File: config.mk
export PLATFORM = sky130hd
export DESIGN_NAME = bram_portb_arbiter
export DESIGN_NICKNAME = d
export VERILOG_FILES = /design/src/rtl/bram_portb_arbiter.sv
export SDC_FILE = /design/constraint.sdc
export NUM_CORES = 1
export LEC_CHECK = 0
export ABC_AREA = 1
export CAP_MARGIN = 10
export CORE_MARGIN = 10
export CORE_UTILIZATION = 43
export CTS_BUF_LIST = sky130_fd_sc_hd__clkbuf_8
export DETAILED_ROUTE_END_ITERATION = 10
export GPL_TIMING_DRIVEN = 0
export PLACE_DENSITY = 0.88
export SLEW_MARGIN = 20
export SYNTH_ARGS = -nofsm -noshare
export SYNTH_HDL_FRONTEND = slang
export SYNTH_SLANG_ARGS = --single-unit
export TNS_END_PERCENT = 20
File: constraint.sdc
create_clock -name clk -period 3.97 [get_ports clk]
set_input_delay 0.794 -clock clk [delete_from_list [all_inputs] [get_ports clk]]
set_output_delay 0.794 -clock clk [all_outputs]
set_load 0.01 [all_outputs]
File: src/rtl/bram_portb_arbiter.sv
// ---------------------------------------------------------------------------
// bram_portb_arbiter
//
// Shares port B of a dual-port block RAM between two requesters:
//   * VGA scanout: read-only, high priority.
//   * Aux master (sprite/DMA loader): read/write, low priority. An
//     anti-starvation counter forces one aux slot through after
//     STARVE_LIMIT consecutive denied cycles.
//
// The BRAM address/data/write-enable are driven from registers. Read data
// comes back on a fixed two-edge latency and is steered to the owning port
// by a small tag shift register. A saturating counter records VGA request
// cycles that were denied, for display on the seven-segment debug readout.
//
// Ports:
//   clk, rst                      clock, asynchronous active-high reset
//   vga_req/vga_addr              VGA read request (held until granted)
//   vga_gnt                       combinational VGA grant
//   vga_rvalid/vga_rdata          VGA read response (one-cycle pulse)
//   aux_req/aux_we/aux_addr/
//   aux_wdata                     aux request (held until granted)
//   aux_gnt                       combinational aux grant
//   aux_rvalid/aux_rdata          aux read response (never for writes)
//   addr_b/data_b/we_b            registered BRAM port-B drive
//   q_b                           BRAM port-B read data (1-cycle sync read)
//   miss_clr                      synchronous clear of miss_count
//   miss_count                    saturating count of denied VGA cycles
// ---------------------------------------------------------------------------
module bram_portb_arbiter #(
    parameter int AW           = 16,
    parameter int DW           = 16,
    parameter int STARVE_LIMIT = 4,
    parameter int MISS_W       = 8
) (
    input  logic              clk,
    input  logic              rst,

    input  logic              vga_req,
    input  logic [AW-1:0]     vga_addr,
    output logic              vga_gnt,
    output logic              vga_rvalid,
    output logic [DW-1:0]     vga_rdata,

    input  logic              aux_req,
    input  logic              aux_we,
    input  logic [AW-1:0]     aux_addr,
    input  logic [DW-1:0]     aux_wdata,
    output logic              aux_gnt,
    output logic              aux_rvalid,
    output logic [DW-1:0]     aux_rdata,

    output logic [AW-1:0]     addr_b,
    output logic [DW-1:0]     data_b,
    output logic              we_b,
    input  logic [DW-1:0]     q_b,

    input  logic              miss_clr,
    output logic [MISS_W-1:0] miss_count
);

    localparam logic [7:0] STARVE_MAX = 8'(STARVE_LIMIT);

    logic [7:0]        starve_cnt_reg;
    logic              starve;
    // Tag shift registers: bit 0 marks a read accepted at the last edge,
    // bit 1 marks the cycle in which q_b carries that read's data.
    logic [1:0]        vga_tag_reg;
    logic [1:0]        aux_tag_reg;
    logic [MISS_W-1:0] miss_count_reg;

    // ---------------------------------------------------------------------
    // Arbitration: VGA wins unless aux has been starved long enough.
    // ---------------------------------------------------------------------
    assign starve  = (starve_cnt_reg == STARVE_MAX);
    assign vga_gnt = vga_req & ~(aux_req & starve);
    assign aux_gnt = aux_req & (~vga_req | starve);

    // ---------------------------------------------------------------------
    // Registered BRAM drive. A VGA read leaves data_b untouched; an idle
    // cycle drops we_b and holds the address.
    // ---------------------------------------------------------------------
    always_ff @(posedge clk or posedge rst) begin
        if (rst) begin
            addr_b <= '0;
            data_b <= '0;
            we_b   <= 1'b0;
        end else begin
            we_b <= 1'b0;
            if (vga_gnt) begin
                addr_b <= vga_addr;
            end else if (aux_gnt) begin
                addr_b <= aux_addr;
                data_b <= aux_wdata;
                we_b   <= aux_we;
            end
        end
    end

    // ---------------------------------------------------------------------
    // Read-return pipeline. BRAM samples addr_b one edge after acceptance,
    // so q_b is valid in the cycle after that; the tag reaches bit 1 then.
    // ---------------------------------------------------------------------
    always_ff @(posedge clk or posedge rst) begin
        if (rst) begin
            vga_tag_reg <= 2'b00;
            aux_tag_reg <= 2'b00;
        end else begin
            vga_tag_reg <= {vga_tag_reg[0], vga_gnt};
            aux_tag_reg <= {aux_tag_reg[0], aux_gnt & ~aux_we};
        end
    end

    assign vga_rvalid = vga_tag_reg[1];
    assign aux_rvalid = aux_tag_reg[1];
    assign vga_rdata  = q_b;
    assign aux_rdata  = q_b;

    // ---------------------------------------------------------------------
    // Anti-starvation counter: counts consecutive denied aux cycles and
    // restarts whenever aux is served or withdraws its request.
    // ---------------------------------------------------------------------
    always_ff @(posedge clk or posedge rst) begin
        if (rst) begin
            starve_cnt_reg <= 8'd0;
        end else if (aux_req && !aux_gnt) begin
            if (starve_cnt_reg != STARVE_MAX) begin
                starve_cnt_reg <= starve_cnt_reg + 8'd1;
            end
        end else begin
            starve_cnt_reg <= 8'd0;
        end
    end

    // ---------------------------------------------------------------------
    // VGA miss counter, saturating; clear wins over increment.
    // ---------------------------------------------------------------------
    always_ff @(posedge clk or posedge rst) begin
        if (rst) begin
            miss_count_reg <= '0;
        end else if (miss_clr) begin
            miss_count_reg <= '0;
        end else if (vga_req && !vga_gnt && (miss_count_reg != {MISS_W{1'b1}})) begin
            miss_count_reg <= miss_count_reg + 1'b1;
        end
    end

    assign miss_count = miss_count_reg;

endmodule

=== Word level (Yosys, flattened, before mapping) ===
Cells that the tools add are included.

* Output and inout port bits: 77
* Input port bits: 70
* Register bits after elaboration: 53

* Reduce and logical (&&, ||, !) cells: 8
* Muxes and demuxes: 8
* Add/sub/neg operators: 2
* Equal/unequal tests: 4
* Bitwise logic cells: 9

{| class="wikitable"
|+ Operator list
! kind !! count
|-
| $mux W16 || 2
|-
| $mux W8 || 4
|-
| $add A8 B1 Y8 const B || 2
|-
| $eq A8 B3 Y1 const B || 1
|-
| $ne A8 B3 Y1 const B || 1
|-
| $ne A8 B8 Y1 const B || 1
|-
| $and A1 B1 Y1 || 4
|-
| $not A1 Y1 || 4
|-
| $reduce_bool A2 Y1 || 2
|-
| $logic_and A1 B1 Y1 || 3
|-
| $logic_not A1 Y1 || 2
|-
| $mux W1 || 2
|-
| $ne A2 B1 Y1 const B || 1
|-
| $reduce_and A2 Y1 || 1
|-
| $or A1 B1 Y1 || 1
|}

=== Depth between registers and ports, before layout ===
* Depth after elaboration: 9
* Mapped depth: 10
* Mapped depth without buffers: 9

=== Least setup slack after synthesis ===
OpenSTA, ideal clock, no wires.

* Kind: input to output
* Start: in aux_req
* End: out vga_gnt
* Arrival time: 1.290 ns
* Path buffers: 2
* Path slack: 1.886 ns
* Stages: 5
* Cell sequence: buf_2 nand2_2 nand2_4 inv_4 buf_6

* Cells in the longest elaborated chain, start to end: 3

{| class="wikitable"
|+ Ends and longest elaborated chain
! element !! RTL line !! RTL
|-
| start, declared || 44 || <nowiki>input logic aux_req,</nowiki>
|-
| $and A1 B1 Y1 || 75 || <nowiki>assign vga_gnt = vga_req & ~(aux_req & starve);</nowiki>
|-
| $not A1 Y1 || 75 ||
|-
| $and A1 B1 Y1 || 75 ||
|-
| end, declared || 40 || <nowiki>output logic vga_gnt,</nowiki>
|}

Every way passes these cells.

=== Worst setup path in the final report ===
* Start: in vga_req
* End: out aux_gnt

* Cells in the longest elaborated chain, start to end: 3

{| class="wikitable"
|+ Ends and longest elaborated chain
! element !! RTL line !! RTL
|-
| start, declared || 38 || <nowiki>input logic vga_req,</nowiki>
|-
| $not A1 Y1 || 76 || <nowiki>assign aux_gnt = aux_req & (~vga_req | starve);</nowiki>
|-
| $or A1 B1 Y1 || 76 ||
|-
| $and A1 B1 Y1 || 76 ||
|-
| end, declared || 48 || <nowiki>output logic aux_gnt,</nowiki>
|}

Every way passes these cells.

==> metrics.txt <==
CP endpoint aux_gnt; normalized max-slew margin 53.5%; post-route setup TNS 0 ns; CTS tree built; Synthesized Nets 388; Synth Register Bits 53; CP Max Fanout 10; Remaining DRCs 0; GR Overflow Total 0; IO Count approximately 150; buffer count from post-CTS setup fixing 0; first-pass GRT wire length approximately 13000 um; # diodes 0; RR Startpoint starve_cnt_reg[0]$_DFFE_PP0P_; Pwr per Cell Area just over 300 nW/um^2; Post-synth EDFFs 0; NumNets Final ~530; RR Endpoint miss_count[4]$_DFFE_PP0P_; Main synth FF type dfrtp_1; synthesis-to-layout area growth 57.8%; signal arrival time at the worst endpoint between 2 and 2.5 ns; Pins Over Slew Limit 0; DP HPWL approximately 6300 um; die area 9690 sq um; Fillers 468; Setup CP Type in -> out; ranking of synthesized cells by instance count 118 x nand2_1, 53 x dfrtp_1, 40 x nand3_1, 32 x buf_4, 18 x inv_1; layout cells sized above 1 roughly an eighth; Max Freq between 0.3 and 0.4 GHz; first drt pass iteration count 4; RSZ-0062 raised after global routing false; worst reg-to-reg setup slack around 2.4 ns; Static Leakage about 2 nW; site row count 28; TritonCTS Buffers 5; core area a little under 6000 sq um; Reg2Reg Depth 7; Clock Path Buffers 2; drt total wl between 7000 and 8000 um; CP Capture Type output port; die height about 98 um; final period utilization approximately 80%; CTS sink count between 50 and 60; H-tree levels 2; worst-skew pair later-pin latency 0.30 ns; Setup Skew 0.00456 ns; vias in the first global route roughly 2600; run status complete, no violations; post-synthesis async set-or-reset flop share 100%; cell taking the most area after synthesis dfrtp_1; Setup violations, final 0; min-delay worst type reg -> reg; syn avg cell area 8.40 sq um; Starting Density roughly 44%; drt via density 4.71; post-synthesis cell area 2650 sq um; top post-synthesis cells by area dfrtp_1 50%, nand2_1 17%, buf_4 9.1%; die width 98.5 um; Critical Path Source vga_req; 1st-iter DRT viols between 150 and 200; Clk pin slew, worst setup/hold paths ~0.09 ns; Final WS setup about 0.75 ns; CTS Hold Bufs 0; WL/cell roughly 15 um; # port buffers about 130; VDD IR max 0.278 mV; register area share after synthesis 50.1%; Syn Inst Count 315; via count around 2500; synth unique cells 26; Top Registers addr_b x16, data_b x16; antenna violations before repair 0; Hold Path Origin vga_tag_reg[0]$_DFF_PP0_; CP Data Required Time between 3 and 4 ns; worst-margin pin slew approximately 0.7 ns; Tmin final 3.22 ns; most common cell in the synthesized netlist nand2_1; startpoint types input port; top cell type's share of synthesized area between 50% and 60%; Post-DRT Antenna Nets 0; max-cap violation count 0; Synth Warn # 0; GR Util All Layers between 15 and 20%; Clock Root Buffer clkbuf_8; final-report hold violation count 0; post_cts resized 0; GPL Wtd Cong 0.785; largest net degree at the start of global routing 32; pre-CTS setup slack approximately 0.75 ns
cells in the final DEF, fill, tap and decap left out, types with 2 or more instances in the layout:
cell type | netlist | final
nor2_4 | 2 | 2
nand3b_1 | 2 | 2
clkbuf_8 | 0 | 6
inv_4 | 2 | 2
nand3_1 | 40 | 40
ha_1 | 3 | 3
inv_1 | 18 | 18
nor2_1 | 16 | 16
inv_2 | 1 | 2
nor3_1 | 3 | 3
clkdlybuf4s50_1 | 0 | 129
nand2_4 | 2 | 2
nand2_1 | 118 | 118
buf_4 | 32 | 32
buf_2 | 3 | 3
buf_6 | 4 | 4
xor2_1 | 6 | 6
dfrtp_1 | 53 | 53
through the flow:
step | utilization (%) | cell area [sq um] | power (mW) | instances | hold slack (ns)
detailed placement | 68.2 | 4060 | 0.926 | 520 | 0.338
global route | 70.1 | 4180 | 1.35 | 528 | 0.364
floorplan | - | 2650 | 0.729 | 315 | 0.331
CTS | 70.1 | 4180 | 1.30 | 528 | 0.360
global placement | 67.7 | 4030 | 0.914 | 519 | 0.333
finish | 70.1 | 4180 | 1.29 | 528 | 0.358
where the power goes:
group          total [mW]  switching (mW)  internal, mW
clock               0.378           0.175         0.203
combinational       0.310           0.123         0.187
sequential          0.602          0.0224         0.579
area by class of cell:
| cell class | count | area (sq um) | area share [%] |
|---|---|---|---|
| buffer | 40 | 304 | 7.28 |
| clock buffer | 6 | 82.6 | 1.98 |
| clock inverter | 2 | 33.8 | 0.809 |
| inverter | 21 | 83.8 | 2.01 |
| multi-input combinational | 201 | 932 | 22.3 |
| sequential | 53 | 1330 | 31.8 |
| tap | 75 | 93.8 | 2.25 |
| timing repair buffer | 130 | 1320 | 31.6 |
kinds of logic after synthesis:
kind of cell,synth area share (%)
AND/OR/NAND/NOR,30.5
flip-flops,50.1
XOR/XNOR,2.32
AO/OA/AOI/OAI,0.993
adder cells (fa/ha/maj),1.42
buffers and inverters,14.7
worst min-delay path by stage:
stage	depth (start not counted)	endpoint	slack, ns
after CTS	0	vga_tag_reg[1]$_DFF_PP0_	0.36
final	0	vga_tag_reg[1]$_DFF_PP0_	0.36
after detailed placement	0	vga_tag_reg[1]$_DFF_PP0_	0.34
after floorplan	0	aux_tag_reg[1]$_DFF_PP0_	0.33
after global routing	0	vga_tag_reg[1]$_DFF_PP0_	0.36
after global placement	0	aux_tag_reg[1]$_DFF_PP0_	0.33
critical path: stages:
cell             delay, ns
clkdlybuf4s50_1       0.57
o21ai_2               0.15
nand2_4               0.12
inv_4                 0.10
buf_6                 0.14
clkdlybuf4s50_1       0.54
metal layers:
layer  track usage [%]  wire length [um]
met1              16.2              2780
met2              28.0              4110
met3              6.98               804
met4              3.31                77
met5                 0                 0
No activity file was read; power rests on OpenSTA's default activity.
